$ cat src/rtl/instr_fetch.sv
// Fetch stage: samples the program counter, reads a loadable instruction memory
// and presents the instruction on a valid/ready handshake with jump feedback.
module instr_fetch #(
    parameter int ADDR_W = 5,
    parameter int DATA_W = 8
) (
    input  logic              CLK,
    input  logic              RST_N,
    input  logic [ADDR_W-1:0] pc,
    input  logic              run,
    input  logic              prog_we,
    input  logic [ADDR_W-1:0] prog_addr,
    input  logic [DATA_W-1:0] prog_data,
    output logic [DATA_W-1:0] instr,
    output logic              instr_valid,
    input  logic              instr_ready,
    output logic [ADDR_W-1:0] instr_addr,
    output logic              jump_en,
    output logic [ADDR_W-1:0] jump_off,
    output logic              busy
);

    localparam int DEPTH = 1 << ADDR_W;

    typedef enum logic [1:0] {
        IDLE  = 2'd0,
        READ  = 2'd1,
        VALID = 2'd2
    } state_t;

    state_t state;
    state_t state_nxt;

    logic              load_addr;
    logic              load_instr;
    logic              accept;
    logic              take_jump;
    logic [ADDR_W-1:0] addr_q;
    logic [DATA_W-1:0] mem [DEPTH];

    always_ff @(posedge CLK or negedge RST_N) begin
        if (!RST_N) begin
            state <= IDLE;
        end else begin
            state <= state_nxt;
        end
    end

    always_comb begin
        state_nxt = state;
        case (state)
            IDLE:    if (run) state_nxt = READ;
            READ:    state_nxt = VALID;
            VALID:   if (instr_ready) state_nxt = run ? READ : IDLE;
            default: state_nxt = IDLE;
        endcase
    end

    // run is only consulted when a fetch may start; an in-flight fetch always completes.
    always_comb begin
        accept     = (state == VALID) && instr_ready;
        load_addr  = ((state == IDLE) && run) || (accept && run);
        load_instr = (state == READ);
        take_jump  = accept && instr[DATA_W-1];
        busy       = (state != IDLE);
    end

    // Memory is never reset; program contents survive RST_N.
    always_ff @(posedge CLK) begin
        if (prog_we) begin
            mem[prog_addr] <= prog_data;
        end
    end

    always_ff @(posedge CLK or negedge RST_N) begin
        if (!RST_N) begin
            addr_q <= '0;
        end else if (load_addr) begin
            addr_q <= pc;
        end
    end

    // Non-blocking read of mem on the same edge as a write gives read-before-write.
    always_ff @(posedge CLK or negedge RST_N) begin
        if (!RST_N) begin
            instr       <= '0;
            instr_addr  <= '0;
            instr_valid <= 1'b0;
        end else if (load_instr) begin
            instr       <= mem[addr_q];
            instr_addr  <= addr_q;
            instr_valid <= 1'b1;
        end else if (accept) begin
            instr_valid <= 1'b0;
        end
    end

    always_ff @(posedge CLK or negedge RST_N) begin
        if (!RST_N) begin
            jump_en  <= 1'b0;
            jump_off <= '0;
        end else begin
            jump_en <= take_jump;
            if (take_jump) begin
                jump_off <= instr[ADDR_W-1:0];
            end
        end
    end

endmodule
$ cat config.mk
export PLATFORM = sky130hd
export DESIGN_NAME = instr_fetch
export DESIGN_NICKNAME = d
export VERILOG_FILES = /design/src/rtl/instr_fetch.sv
export SDC_FILE = /design/constraint.sdc
export NUM_CORES = 1
export LEC_CHECK = 0
export ABC_AREA = 1
export CORE_UTILIZATION = 45
export CTS_BUF_LIST = sky130_fd_sc_hd__clkbuf_4 sky130_fd_sc_hd__clkbuf_8
export DETAILED_ROUTE_END_ITERATION = 10
export PLACE_DENSITY = 0.62
export SLEW_MARGIN = 10
export SYNTH_ARGS = -nofsm -noshare
export SYNTH_HDL_FRONTEND = slang
export SYNTH_SLANG_ARGS = --single-unit
$ cat constraint.sdc
create_clock -name CLK -period 3.69 [get_ports CLK]
set_clock_uncertainty 0.05 [all_clocks]
set_input_delay 0.738 -clock CLK [delete_from_list [all_inputs] [get_ports CLK]]
set_output_delay 0.738 -clock CLK [all_outputs]
set_load 0.02 [all_outputs]
Word level (Yosys, flattened, before mapping). Memories as Yosys holds them, arrays and structs flattened. A register that Yosys moved wholly into a read port is not among the register bits. Cells that the tools add are included.

Equal/unequal tests: 4. Mux-type cells: 8. Reductions and logical operators: 10.

Operator list (number): $pmux W2 S3 (1); $mux W1 (5); $logic_and A1 B1 Y1 (4); $mux W2 (2); $ne A2 B2 Y1 const B (2); $reduce_bool A2 Y1 (2); $eq A2 B1 Y1 const B (1); $eq A2 B2 Y1 const B (1); $logic_not A2 Y1 (1); $reduce_and A2 Y1 (1); $logic_not A1 Y1 (1); $logic_or A1 B1 Y1 (1).

RAM bits: 256. Memories: 1. Logic and storage cells: 29. Register bits after elaboration: 19. Output and inout bits: 21.

Memory list: mem (words 32, width 8, read ports 1, clocked after memory_dff 1, write ports 1, line 39) `logic [DATA_W-1:0] mem [DEPTH];`.

Longest topological paths before layout.
Depth after elaboration: 4. Gate-level depth with buffers: 11. Gate-level depth less buffers: 9.

Worst setup path after synthesis. Ideal clock, no wire load.

Path type: in2reg. Start point: in prog_addr[0]. End point: mem mem[0][0], enable pin. Library setup time: 0.370 ns. Data required time: 3.270 ns. Slack: 1.868 ns. Cell stages on the path: 3. Arrival time: 1.402 ns. Path through: inv_1 > nand3_1 > nor2_1.

RTL lines: start: declaration (line 12) `input logic [ADDR_W-1:0] prog_addr,`; end: declaration (line 39).

No word-level cell before the write port.

==> flow_summary.rst <==
.. list-table::
   :header-rows: 1

   * - Metric
     - Value
   * - Result of the run
     - finished clean
   * - Met2 wirelength from detailed routing
     - 13.5 mm
   * - Most common library cells after synthesis
     - nand2_1, edfxtp_1, nand3_1, inv_1, nor2_1
   * - Distinct cell type count of the synthesized netlist
     - 16
   * - Number of cells produced by synthesis
     - 1155
   * - Worst ir drop on vdd
     - 0.604 mV
   * - Count of nets left with antenna violations after detail routing
     - 0
   * - Area of the core
     - 26100 sq um
   * - Sequential share of the synthesized area
     - between 60% and 70%
   * - Leakage
     - roughly 5.8 nW
   * - First-iteration detailed-routing DRC count
     - 750
   * - Yosys Warn Count
     - 0
   * - Sum of net half-perimeters after detailed placement
     - 17.6 mm
   * - Final weighted congestion in routability-driven placement
     - 0.812
   * - Post-Syn Area per Cell
     - just over 10 sq um
   * - Ports
     - 44
   * - Final worst path period need
     - ~2600 ps
   * - Final count of pins violating max slew
     - 0
   * - Area fraction of the dominant cell type after synthesis
     - between 60% and 70%
   * - Vias post-DR
     - approximately 8100
   * - Most area-consuming cells after synthesis
     - edfxtp_1, nand2_1, nand3_1
   * - Slew HR
     - 45.5%
   * - Filler instances
     - ~2400
   * - Power per cell area
     - 698 nW/um^2
   * - Path type of the worst setup path
     - flop to flop
   * - Count of port buffers added during placement
     - 43
   * - Floorplan die width
     - 165 um
   * - Total GRT Usage
     - 22.4%
   * - Met3 wire length
     - between 2 and 2.5 mm
   * - Number of cells upsized or downsized after cts
     - 0
   * - Crit share post-route
     - 69.5%
   * - Max capacitance violation total
     - 0
   * - Clk sink count
     - about 280
   * - Crit-path max FO
     - 73
   * - Post-synthesis to final-layout area growth
     - 15.3%
   * - Total die area
     - 27200 sq um
   * - Insertion delay of the later-clocked pin in the worst-skew pair
     - around 560 ps
   * - Ratio of cells with drive above 1 in the final layout
     - 9.04%
   * - Count of endpoints failing hold in the final timing report
     - 0
   * - Nets in the synthesized netlist
     - 1178
   * - Post-route DRC
     - 0
   * - Most frequent cell after synthesis
     - nand2_1
   * - Number of inserted diodes
     - 0
   * - Row count
     - between 50 and 60
   * - Transition time at the pin with the least slew margin
     - 818 ps
   * - Final Net Count
     - 1250
   * - Number of buffers created by CTS
     - 47
   * - Post-CTS Repair Setup Buffers
     - 0
   * - Clock-pin slew on the worst setup and hold paths
     - approximately 60 ps
   * - WP data required
     - 4070 ps
   * - Routed wire length per instance
     - 18.3 um
   * - Maximum number of buffers from clock root to sink
     - 3
   * - Pre-CTS WS
     - 828 ps
   * - First-pass detailed-route iteration total
     - 5
   * - Die Y-Extent
     - 165 um
   * - Kind of start point of the critical path
     - flop
   * - Number of enable-type register cells in the synthesized netlist
     - 256
   * - Ys flop type
     - edfxtp_1
   * - Routed met1 length
     - between 10 and 15 mm
   * - Share of synthesized registers carrying an async set or reset
     - a little under a tenth
   * - Final routed wirelength across all metal layers
     - roughly 29 mm
   * - Setup Viol. Count Final
     - 0
   * - Total congestion overflow
     - 0
   * - Clock tree root driver cell
     - clkbuf_8
   * - Highest attainable clock frequency
     - 390 MHz
   * - Global-route wire length before repair
     - 44.8 mm
   * - Highest Signal Layer
     - met4
   * - Cts hold-fix bufs
     - 0
   * - FF+latch area
     - between 8000 and 9000 sq um
   * - CTS tree
     - done
   * - Synthesized cell area
     - about 12000 sq um
   * - Unrepaired setup endpoints after global routing
     - false
   * - Pin count of the biggest net entering global routing
     - 74
   * - Flip-flop and latch count after synthesis
     - 283
   * - Total Negative Setup Slacks
     - 0 ps
   * - Most area-hungry cell type in the Yosys netlist
     - edfxtp_1
   * - Initial antenna violation count
     - 0
   * - Footprint of the multi-input gates
     - about 2800 sq um
   * - Overall Power
     - 0.00962 W
   * - Endpoint type of the worst setup path
     - flop
   * - Initial core utilization
     - 45.9%
   * - Avg Vias per Cell
     - 5.05
   * - Worst Path Arrival
     - 2950 ps
   * - Number of global-route vias before repair
     - 7924
   * - Maximum level of the CTS H-tree
     - 2
   * - Hold Path Class
     - flop to flop
   * - Final WS setup
     - 1130 ps
where the power goes:
part / switching, W / internal, W
Sequential: 0.000156 / 0.00366
Clock: 0.00123 / 0.00162
Combinational: 0.00202 / 0.000928
Total: 0.00341 / 0.00622
flip-flops by register name (all words and copies together), names as in the netlist:
name and count:
jump_en 1, jump_off 5, mem 256, instr 8, state 2, addr_q 5
instr_addr 5, instr_valid 1
worst max-delay path: stages (launching register included):
cell and delay (ps):
dfrtp_4 670, inv_4 640, buf_4 300, nand2_1 90, nand3_1 80, nand3_1 140, nand3_1 170, nand2_1 80
nand2_1 60, nand3_1 90
placed cells by master (no fill, tap or decap), types with 3 or more instances in the layout:
| cell | n |
|---|---|
| buf_4 | 34 |
| bufinv_16 | 3 |
| clkbuf_4 | 12 |
| clkbuf_8 | 52 |
| clkdlybuf4s50_1 | 43 |
| clkinv_1 | 11 |
| clkinv_2 | 5 |
| dfrtp_1 | 25 |
| edfxtp_1 | 256 |
| inv_1 | 139 |
| nand2_1 | 422 |
| nand3_1 | 180 |
| nor2_1 | 51 |
| o21ai_0 | 19 |
kinds of logic after synthesis:
logic type             count (synthesis)  synth area share [%]
and+or+nand+nor                      654                  22.4
DFF                                  283                  70.0
buffers and inverters                198                  6.76
AOI/OAI and AO/OA                     20                 0.837
worst paths after layout:
| path | start | endpoint | slack [ps] | cells past startpoint |
|---|---|---|---|---|
| worst max register to register | addr_q[0] | instr[5] | 1130 | 9 |
| max in group asynchronous | RST_N | instr[2] | 2360 | 2 |
| worst min-delay path | instr_valid | instr_valid | 420 | 2 |
| worst min register to register | instr_valid | instr_valid | 420 | 2 |
| min in group asynchronous | RST_N | jump_off[0] | 590 | 1 |
| worst max-delay path | addr_q[0] | instr[5] | 1130 | 9 |
area by class of cell:
cell class | instances | share of cell area [%]
clock inverters | 19 | 1.20
flip-flops and latches | 283 | 60.7
repair buffers | 78 | 5.12
clock buffers | 64 | 5.84
well taps | 335 | 3.04
inverters | 143 | 3.91
multi-input cells | 674 | 20.2
per-layer routing:
metal	up-vias	global-route usage, %
met3	37	4.09
met2	300	35.8
met4	0	6.17
met1	3813	31.2
met5	-	0
li1	3911	-
per-stage QoR:
step | std cells | hold WS (ps) | cell area, sq um | util [%]
2_1_floorplan | 1155 | 392 | 12000 | -
3_3_place_gp | 1513 | 403 | 12800 | 49.2
3_5_place_dp | 1513 | 411 | 12800 | 49.2
4_1_cts | 1596 | 425 | 13800 | 52.9
5_1_grt | 1596 | 452 | 13800 | 52.9
6_report | 1596 | 422 | 13800 | 52.9
Power figures use the tool's default switching activity.
